===== src/rtl/ahb_dma_master.sv =====
// AHB-Lite single-transfer DMA copy engine: moves len 32-bit words from src to dst, one read then
// one write per word. Define AHB_DMA_MASTER_IRQ_EN to enable the sticky irq output.
module ahb_dma_master #(
  parameter int unsigned LEN_W     = 16,
  parameter int unsigned WAIT_IDLE = 0
) (
  input  logic             sys_clock,
  input  logic             reset,
  input  logic             start,
  input  logic [31:0]      src_addr,
  input  logic [31:0]      dst_addr,
  input  logic [LEN_W-1:0] len,
  input  logic             irq_clr,
  output logic             busy,
  output logic             done,
  output logic             err,
  output logic             irq,
  output logic [LEN_W-1:0] words_done,
  output logic [31:0]      HADDR,
  output logic [1:0]       HTRANS,
  output logic             HWRITE,
  output logic [2:0]       HSIZE,
  output logic [2:0]       HBURST,
  output logic [3:0]       HPROT,
  output logic             HMASTLOCK,
  output logic [31:0]      HWDATA,
  input  logic [31:0]      HRDATA,
  input  logic             HREADY,
  input  logic             HRESP
);

  localparam logic [1:0] HtransIdle   = 2'b00;
  localparam logic [1:0] HtransNonseq = 2'b10;

  // GAP always lasts at least one cycle, even when no idle cycles are requested.
  localparam int unsigned GapCycles = (WAIT_IDLE == 0) ? 1 : WAIT_IDLE;
  localparam logic [3:0]  GapLast   = 4'(GapCycles - 1);

  typedef enum logic [2:0] {
    StIdle,
    StRdA,
    StRdD,
    StWrA,
    StWrD,
    StGap,
    StFin
  } state_e;

  state_e           state_q, state_d;
  logic [31:0]      src_q, src_d;
  logic [31:0]      dst_q, dst_d;
  logic [LEN_W-1:0] len_q, len_d;
  logic [31:0]      data_q, data_d;
  logic [LEN_W-1:0] words_q, words_d;
  logic [3:0]       gap_cnt_q, gap_cnt_d;
  logic             err_q, err_d;
  logic             done_q, done_d;
  logic [LEN_W-1:0] words_inc;
  logic             last_word;

  assign words_inc = words_q + {{(LEN_W-1){1'b0}}, 1'b1};
  assign last_word = (words_inc == len_q);

  // State register
  always_ff @(posedge sys_clock) begin
    if (reset) begin
      state_q <= StIdle;
    end else begin
      state_q <= state_d;
    end
  end

  // Next-state logic
  always_comb begin
    state_d = state_q;
    unique case (state_q)
      StIdle: begin
        if (start) begin
          state_d = (len == '0) ? StFin : StRdA;
        end
      end
      StRdA: begin
        if (HREADY) state_d = StRdD;
      end
      StRdD: begin
        if (HRESP) begin
          state_d = StFin;
        end else if (HREADY) begin
          state_d = StWrA;
        end
      end
      StWrA: begin
        if (HREADY) state_d = StWrD;
      end
      StWrD: begin
        if (HRESP) begin
          state_d = StFin;
        end else if (HREADY) begin
          state_d = last_word ? StFin : StGap;
        end
      end
      StGap: begin
        if (gap_cnt_q == GapLast) state_d = StRdA;
      end
      StFin:   state_d = StIdle;
      default: state_d = StIdle;
    endcase
  end

  // Datapath next-state
  always_comb begin
    src_d     = src_q;
    dst_d     = dst_q;
    len_d     = len_q;
    data_d    = data_q;
    words_d   = words_q;
    err_d     = err_q;
    gap_cnt_d = '0;
    // done is registered, so it pulses in the cycle after FIN.
    done_d    = (state_q == StFin);
    unique case (state_q)
      StIdle: begin
        if (start) begin
          src_d   = {src_addr[31:2], 2'b00};
          dst_d   = {dst_addr[31:2], 2'b00};
          len_d   = len;
          words_d = '0;
          err_d   = 1'b0;
        end
      end
      StRdD: begin
        if (HRESP) begin
          err_d = 1'b1;
        end else if (HREADY) begin
          data_d = HRDATA;
        end
      end
      StWrD: begin
        if (HRESP) begin
          err_d = 1'b1;
        end else if (HREADY) begin
          words_d = words_inc;
          src_d   = src_q + 32'd4;
          dst_d   = dst_q + 32'd4;
        end
      end
      StGap:   gap_cnt_d = gap_cnt_q + 4'd1;
      default: ;
    endcase
  end

  always_ff @(posedge sys_clock) begin
    if (reset) begin
      src_q     <= '0;
      dst_q     <= '0;
      len_q     <= '0;
      data_q    <= '0;
      words_q   <= '0;
      gap_cnt_q <= '0;
      err_q     <= 1'b0;
      done_q    <= 1'b0;
    end else begin
      src_q     <= src_d;
      dst_q     <= dst_d;
      len_q     <= len_d;
      data_q    <= data_d;
      words_q   <= words_d;
      gap_cnt_q <= gap_cnt_d;
      err_q     <= err_d;
      done_q    <= done_d;
    end
  end

  // Bus outputs; HADDR keeps the phase address through the data phase so stalls see it stable.
  always_comb begin
    HADDR  = 32'h0;
    HTRANS = HtransIdle;
    HWRITE = 1'b0;
    HWDATA = 32'h0;
    busy   = (state_q != StIdle);
    unique case (state_q)
      StRdA: begin
        HADDR  = src_q;
        HTRANS = HtransNonseq;
      end
      StRdD: HADDR = src_q;
      StWrA: begin
        HADDR  = dst_q;
        HTRANS = HtransNonseq;
        HWRITE = 1'b1;
      end
      StWrD: begin
        HADDR  = dst_q;
        HWDATA = data_q;
      end
      default: ;
    endcase
  end

  assign HSIZE      = 3'b010;
  assign HBURST     = 3'b000;
  assign HPROT      = 4'b0011;
  assign HMASTLOCK  = 1'b0;
  assign done       = done_q;
  assign err        = err_q;
  assign words_done = words_q;

  logic unused_addr_lsbs;
  assign unused_addr_lsbs = ^{src_addr[1:0], dst_addr[1:0]};

`ifdef AHB_DMA_MASTER_IRQ_EN
  logic irq_q, irq_d;

  // Set wins over a simultaneous clear.
  always_comb begin
    irq_d = irq_q;
    if (state_q == StFin) begin
      irq_d = 1'b1;
    end else if (irq_clr) begin
      irq_d = 1'b0;
    end
  end

  always_ff @(posedge sys_clock) begin
    if (reset) begin
      irq_q <= 1'b0;
    end else begin
      irq_q <= irq_d;
    end
  end

  assign irq = irq_q;
`else
  logic unused_irq_clr;
  assign unused_irq_clr = irq_clr;
  assign irq            = 1'b0;
`endif

endmodule


===== config.mk =====
export PLATFORM = sky130hd
export DESIGN_NAME = ahb_dma_master
export DESIGN_NICKNAME = d
export VERILOG_FILES = /design/src/rtl/ahb_dma_master.sv
export SDC_FILE = /design/constraint.sdc
export NUM_CORES = 1
export LEC_CHECK = 0
export ABC_AREA = 0
export CAP_MARGIN = 20
export CORE_MARGIN = 4
export CORE_UTILIZATION = 45
export DETAILED_ROUTE_END_ITERATION = 10
export PLACE_DENSITY_LB_ADDON = 0.05
export SLEW_MARGIN = 0
export SYNTH_ARGS = -nofsm -noshare
export SYNTH_HDL_FRONTEND = slang
export SYNTH_SLANG_ARGS = --single-unit

===== constraint.sdc =====
create_clock -name sys_clock -period 4.1 [get_ports sys_clock]
set_input_delay 0.41 -clock sys_clock [delete_from_list [all_inputs] [get_ports sys_clock]]
set_output_delay 0.41 -clock sys_clock [all_outputs]
set_load 0.1 [all_outputs]

==> flow_summary.json, run 1 <==
{
  "maxCapViolCount": 0,
  "pin_count": 216,
  "critical_path_class": "reg2out",
  "synthCells": 1056,
  "post-route-util_pct": 60.9,
  "core_area_um2": 16800,
  "avgViaCountPerCell": 5.72,
  "outcome": "completed",
  "r2r_start": "state_q[0]$_SDFFE_PP0P_",
  "ctsHoldBuffers": 0,
  "dp_cells": 1397,
  "yosysUniqueCellTypes": 71,
  "cts_buffers": 17,
  "powerDensity_nw_per_um2": 556,
  "finalWorstSetupSlack_ns": 0.802,
  "drtIter0Drc": 633,
  "grt_pass1_wl_mm": 39.4,
  "worstPathRequired_ns": 3.69,
  "track_usage_pct": 24.2,
  "drc": 0,
  "tightest_slew_ns": 1.02,
  "io_buffers": 195,
  "worstHoldPathType": "reg2reg",
  "grt_max_degree": 77,
  "dp_hpwl_mm": 16.2,
  "p_int_mw": 3.27,
  "cts-root-buf": "clkbuf_16",
  "antenna_found_initial": 1,
  "avgSynthCellArea_um2": 7.36,
  "drt-total-wl_mm": 24.3,
  "worstSkewPairLatency_ns": 0.43,
  "rr_worst_depth": 6,
  "setup_viol": 0,
  "post_cts_buffers": 0,
  "clock-sinks": 133,
  "tritoncts": "built",
  "yosysSeqAreaShare_pct": 34.2,
  "antenna_cells": 0,
  "crit_top_cell": "buf_4",
  "cp_cell_sequence": "or3b_4 -> nand2b_1 -> buf_4 -> a22o_1 -> buf_4",
  "skew_ns": 0.0103,
  "arrival_ns": 2.89,
  "die_y_um": 139,
  "synthToLayoutAreaGrowth_pct": 31.3,
  "place.gp.congestion": 0.856,
  "worst-path-buf-inv": 2,
  "final_cell_mix": "183 x nand2_1, 133 x dfxtp_1, 132 x clkdlybuf4s50_1",
  "cp_slowest_cell": "dfxtp_1",
  "swShare_pct": 42.3,
  "wire_per_inst_um": 17.0,
  "die_w_um": 139,
  "async_flop_share_pct": 0,
  "ys_warn_count": 0,
  "path_max_fanout": 46,
  "synthesis.area_um2": 7780,
  "crit_cells": 5,
  "end_kind": "output pin",
  "clk_pin_slew_ns": 0.06,
  "post-place-ws_ns": 1.27,
  "p_switching_mw": 2.40,
  "comb_power_share_pct": 38.4,
  "grt_pass1_vias": 7727,
  "r2r-end": "dst_q[7]$_SDFFE_PP0P_",
  "start_util_pct": 46.4,
  "cp-startpoint": "state_q[2]$_SDFFE_PP0P_",
  "whs_path_depth": 2,
  "seq_power_share_pct": 32.0,
  "cpPeakStageDelay_ns": 0.71,
  "layout-drive-gt1-share_pct": 10.7,
  "period_share_pct": 80.4,
  "finalSetupTns_ns": 0,
  "htree_levels": 4,
  "rsz0062_at_grt": "false",
  "synth_edf_count": 0,
  "detail-route-antenna-nets": 0,
  "cts-resized-gates": 0,
  "rrSetupSlack_ns": 1.43,
  "std_cell_rows": 47,
  "clockBufferDepth": 2,
  "startpoint_type": "register",
  "nNetsFinal": 1320,
  "fmax_mhz": 303,
  "synth_ff_type": "dfxtp_1",
  "drtPass1Iterations": 5,
  "ir_worst_vdd_v": 0.000364,
  "fin_crit_ns": 3.30,
  "overflow": 0,
  "holdPathEnd": "data_q[19]$_SDFFE_PP0P_",
  "leakagePower_nw": 3.83,
  "hold_violations": 0,
  "synth-seq-cells": 133,
  "slew_headroom_pct": 31.8,
  "final_common_cell": "nand2_1",
  "die_area_um2": 19400,
  "fin_cells": 1430,
  "holdCritStartpoint": "data_q[19]$_SDFFE_PP0P_",
  "slew_violations": 0,
  "routed-via-count": 8176,
  "clkPwrFrac_pct": 29.5,
  "critPathTopFamily": "simple AND/OR/NAND/NOR gates"
}
-- worst register-to-register path: stages, from the launching register on --
cell and delay [ns]:
dfxtp_1 0.73, or3b_4 0.65, buf_4 0.60, nor2_1 0.11, a22o_1 0.21, a22oi_1 0.18
nor2_1 0.07
-- worst max-delay path by stage --
stage / end
2_1_floorplan: HADDR[10]
3_3_place_gp: HADDR[11]
3_5_place_dp: HADDR[11]
4_1_cts: HADDR[11]
5_1_grt: HADDR[11]
6_report: HADDR[11]
-- state kept, by name, indices dropped and copies added (netlist names) --
| name | count |
|---|---|
| data_q | 32 |
| dst_q | 30 |
| state_q | 3 |
| gap_cnt_q | 4 |
| len_q | 16 |
| src_q | 30 |
| err | 1 |
| words_done | 16 |
| done | 1 |
-- Yosys cell counts, types with 4 or more instances --
cell | n | area (µm²)
nand3_1 | 36 | 180
a311oi_1 | 4 | 35.0
a31oi_1 | 9 | 56.3
ha_1 | 5 | 62.6
nor4_1 | 13 | 81.3
nand4_1 | 19 | 119
a21o_1 | 10 | 75.1
or3_1 | 12 | 75.1
a22oi_1 | 12 | 90.1
and3_1 | 12 | 75.1
dfxtp_1 | 133 | 2660
buf_1 | 11 | 41.3
nor3_1 | 17 | 85.1
o31ai_1 | 9 | 67.6
a21oi_1 | 122 | 611
xnor2_1 | 17 | 149
a211oi_1 | 22 | 165
nand2_1 | 183 | 687
and4_1 | 9 | 78.8
nor2b_1 | 6 | 37.5
inv_1 | 14 | 52.6
xor2_1 | 11 | 96.3
clkbuf_1 | 50 | 188
a22o_1 | 32 | 280
buf_2 | 23 | 115
nor2_1 | 70 | 263
and2_1 | 37 | 231
o22ai_1 | 7 | 43.8
o41ai_1 | 6 | 52.6
o21ai_0 | 66 | 330
nand3b_1 | 8 | 60.1
buf_4 | 15 | 113
-- power groups by stage --
stage	logic, mW	clock network [mW]	registers, mW
CTS	2.17	1.70	1.81
global placement	2.14	0	1.83
detailed placement	2.16	0	1.84
global route	2.35	1.76	1.86
finish	2.18	1.68	1.82
floorplan	1.72	0	1.72
-- layout make-up --
cell class / count / area (µm²)
inverter: 15 / 56.3
sequential: 133 / 2660
multi-input combinational: 821 / 4660
timing repair buffer: 209 / 1900
clock buffer: 21 / 480
clock inverter: 11 / 173
fill: 1623 / 6550
tap: 220 / 275
-- logic make-up after synthesis --
group | share of synthesized area (%)
flops | 34.2
mux | 0.129
simple gates | 28.4
xor+xnor | 3.15
fa+ha+maj | 0.805
other cells | 0.0966
compound gates | 26.5
buf+inv | 6.74
-- through the flow --
step | hold slack [ns] | area, µm² | total power, mW
global placement | 0.437 | 9550 | 3.98
detailed placement | 0.442 | 9550 | 4.00
floorplan | 0.430 | 7830 | 3.44
finish | 0.448 | 10200 | 5.67
CTS | 0.450 | 10200 | 5.68
global route | 0.463 | 10200 | 5.97
-- per-layer routing --
metal	part of all wire, %	global-route usage [%]
met5	0.058	0
met4	1.7	7.57
met3	7.6	6.59
met2	47	39.3
met1	43	31.3
No activity file was read; power rests on OpenSTA's default activity.
==> run 2: changes to the inputs <==
==> constraint.sdc (replaced) <==
create_clock -name sys_clock -period 3.2 [get_ports sys_clock]
set_input_delay 0.32 -clock sys_clock [delete_from_list [all_inputs] [get_ports sys_clock]]
set_output_delay 0.32 -clock sys_clock [all_outputs]
set_load 0.1 [all_outputs]
==> run 2 against run 1 <==
  * Core utilization up 4.6 points
  * Critical path depth unchanged
  * Sequential share of layout area is 1.8 points lower
  * Clock power is 20% higher
  * Critical path type unchanged
  * Highest routed layer unchanged
==> flow_summary.json, run 2 (synthesized netlist as in run 1, its figures left out) <==
{
  "avgViaCountPerCell": 5.77,
  "clkPwrFrac_pct": 27.0,
  "synthToLayoutAreaGrowth_pct": 41.2,
  "cpPeakStageDelay_ns": 0.63,
  "clock-sinks": 133,
  "hold_violations": 0,
  "detail-route-antenna-nets": 0,
  "worstSkewPairLatency_ns": 0.42,
  "multi_input_area_um2": 4670,
  "setup_viol": 0,
  "post_cts_buffers": 0,
  "seqCellArea_um2": 2660,
  "start_util_pct": 46.4,
  "largest_reg_flops": 32,
  "clockBufferDepth": 2,
  "swShare_pct": 42.4,
  "end_kind": "output pin",
  "slew_headroom_pct": 33.5,
  "startpoint_type": "register",
  "overflow": 0,
  "antenna_cells": 0,
  "arrival_ns": 2.50,
  "cts-root-buf": "clkbuf_16",
  "ir_worst_vdd_v": 0.000457,
  "r2r_start": "words_done[0]$_SDFFE_PP0P_",
  "cp_cell_sequence": "or3b_4 -> nand2b_1 -> buf_4 -> a22o_1 -> buf_12",
  "grt_max_degree": 91,
  "skew_ns": 0.00920,
  "cts-resized-gates": 0,
  "final_common_cell": "nand2_1",
  "routed-via-count": 8278,
  "dp_hpwl_mm": 16.8,
  "cts_buffers": 17,
  "drc": 0,
  "path_max_fanout": 30,
  "p_total_mw": 7.47,
  "clk_pin_slew_ns": 0.06,
  "ctsHoldBuffers": 0,
  "p_int_mw": 4.31,
  "cp-startpoint": "state_q[1]$_SDFFE_PP0P_",
  "nNetsFinal": 1324,
  "rsz0062_at_grt": "false",
  "place_area_um2": 10400,
  "comb_power_share_pct": 42.2,
  "worstHoldPathType": "in2reg",
  "drtPass1Iterations": 5,
  "die_area_um2": 19400,
  "std_cell_rows": 47,
  "finalSetupTns_ns": 0,
  "top_register": "data_q",
  "maxCapViolCount": 0,
  "worstPathRequired_ns": 2.88,
  "p_switching_mw": 3.17,
  "antenna_found_initial": 2,
  "fin_crit_ns": 2.82,
  "layout-drive-gt1-share_pct": 12.1,
  "die_y_um": 139,
  "grt_pass1_wl_mm": 39.7,
  "slew_violations": 0,
  "die_w_um": 139,
  "drt-total-wl_mm": 24.5,
  "track_usage_pct": 24.5,
  "critical_path_class": "reg2out",
  "final_cell_mix": "183 x nand2_1, 133 x dfxtp_1, 122 x a21oi_1",
  "core_area_um2": 16800,
  "fmax_mhz": 354,
  "place.gp.congestion": 0.846,
  "io_buffers": 195,
  "period_share_pct": 88.2,
  "post-route-util_pct": 65.5,
  "cp_slowest_cell": "or3b_4",
  "pin_count": 216,
  "tritoncts": "built",
  "leakagePower_nw": 4.04,
  "fin_area_um2": 11000,
  "outcome": "completed",
  "fillers": 1511,
  "drtIter0Drc": 610,
  "top_regs": "data_q (32), dst_q (30), src_q (30)",
  "htree_levels": 4,
  "grt_pass1_vias": 7756,
  "wire_per_inst_um": 17.1,
  "seq_power_share_pct": 30.8,
  "tightest_slew_ns": 0.995,
  "powerDensity_nw_per_um2": 681,
  "holdCritStartpoint": "reset"
}
[run 2: cell types whose count changed in the layout (fill, tap and decap cells not counted)]
| cell | delta |
|---|---|
| and2_1 | -1 |
| and2_2 | +1 |
| buf_12 | +65 |
| buf_4 | -47 |
| bufinv_16 | -1 |
| clkbuf_1 | +1 |
| clkbuf_8 | -4 |
| clkdlybuf4s50_1 | -14 |
| clkinv_4 | +2 |
| inv_6 | +2 |
| nor2b_2 | -1 |
| nor2b_4 | +1 |
[run 2: power groups by stage]
stage                     Combinational [mW]  Clock, mW  Sequential (mW)
final                                   3.16       2.02             2.30
after CTS                               3.16       2.05             2.29
after floorplan                         2.21          0             2.21
after global routing                    3.37       2.13             2.35
after detailed placement                3.14          0             2.32
after global placement                  3.11          0             2.32
[run 2: critical path: cells and delay by family, from the launching register on]
| kind | cells | cell delay, ns |
|---|---|---|
| compound gates | 1 | 0.28 |
| flops | 1 | 0.49 |
| simple gates | 2 | 0.76 |
| buf+inv | 2 | 0.53 |
[run 2: final cells by class]
class	instances	area share [%]
Clock buffer	18	3.91
Tap cell	220	2.51
Multi-Input combinational cell	821	42.5
Sequential cell	133	24.3
Timing Repair Buffer	213	24.7
Clock inverter	14	1.62
Inverter	15	0.513
[run 2: metrics by stage]
step	hold WS, ns	cells	worst slack [ns]
finish	0.410	1434	0.376
floorplan	0.430	1069	0.00616
CTS	0.410	1434	0.383
detailed placement	0.442	1402	0.728
global placement	0.437	1402	0.762
global route	0.420	1434	0.255
[run 2: final timing paths]
check / endpoint / slack [ns] / depth (start not counted)
hold reg to reg: data_q[19]$_SDFFE_PP0P_ / 0.45 / 2
hold / removal: src_q[14]$_SDFFE_PP0P_ / 0.41 / 2
setup reg to reg: state_q[0]$_SDFFE_PP0P_ / 0.69 / 7
setup / recovery: HADDR[12] / 0.38 / 5
[run 2: per-layer routing]
| metal | share of wire [%] | up-vias | track usage (%) |
|---|---|---|---|
| met5 | 0.11 | - | 0 |
| met4 | 2.3 | 4 | 8.55 |
| met3 | 9.0 | 49 | 8.03 |
| met2 | 47 | 320 | 40.2 |
| met1 | 42 | 3847 | 30.1 |
| li1 | - | 4058 | - |
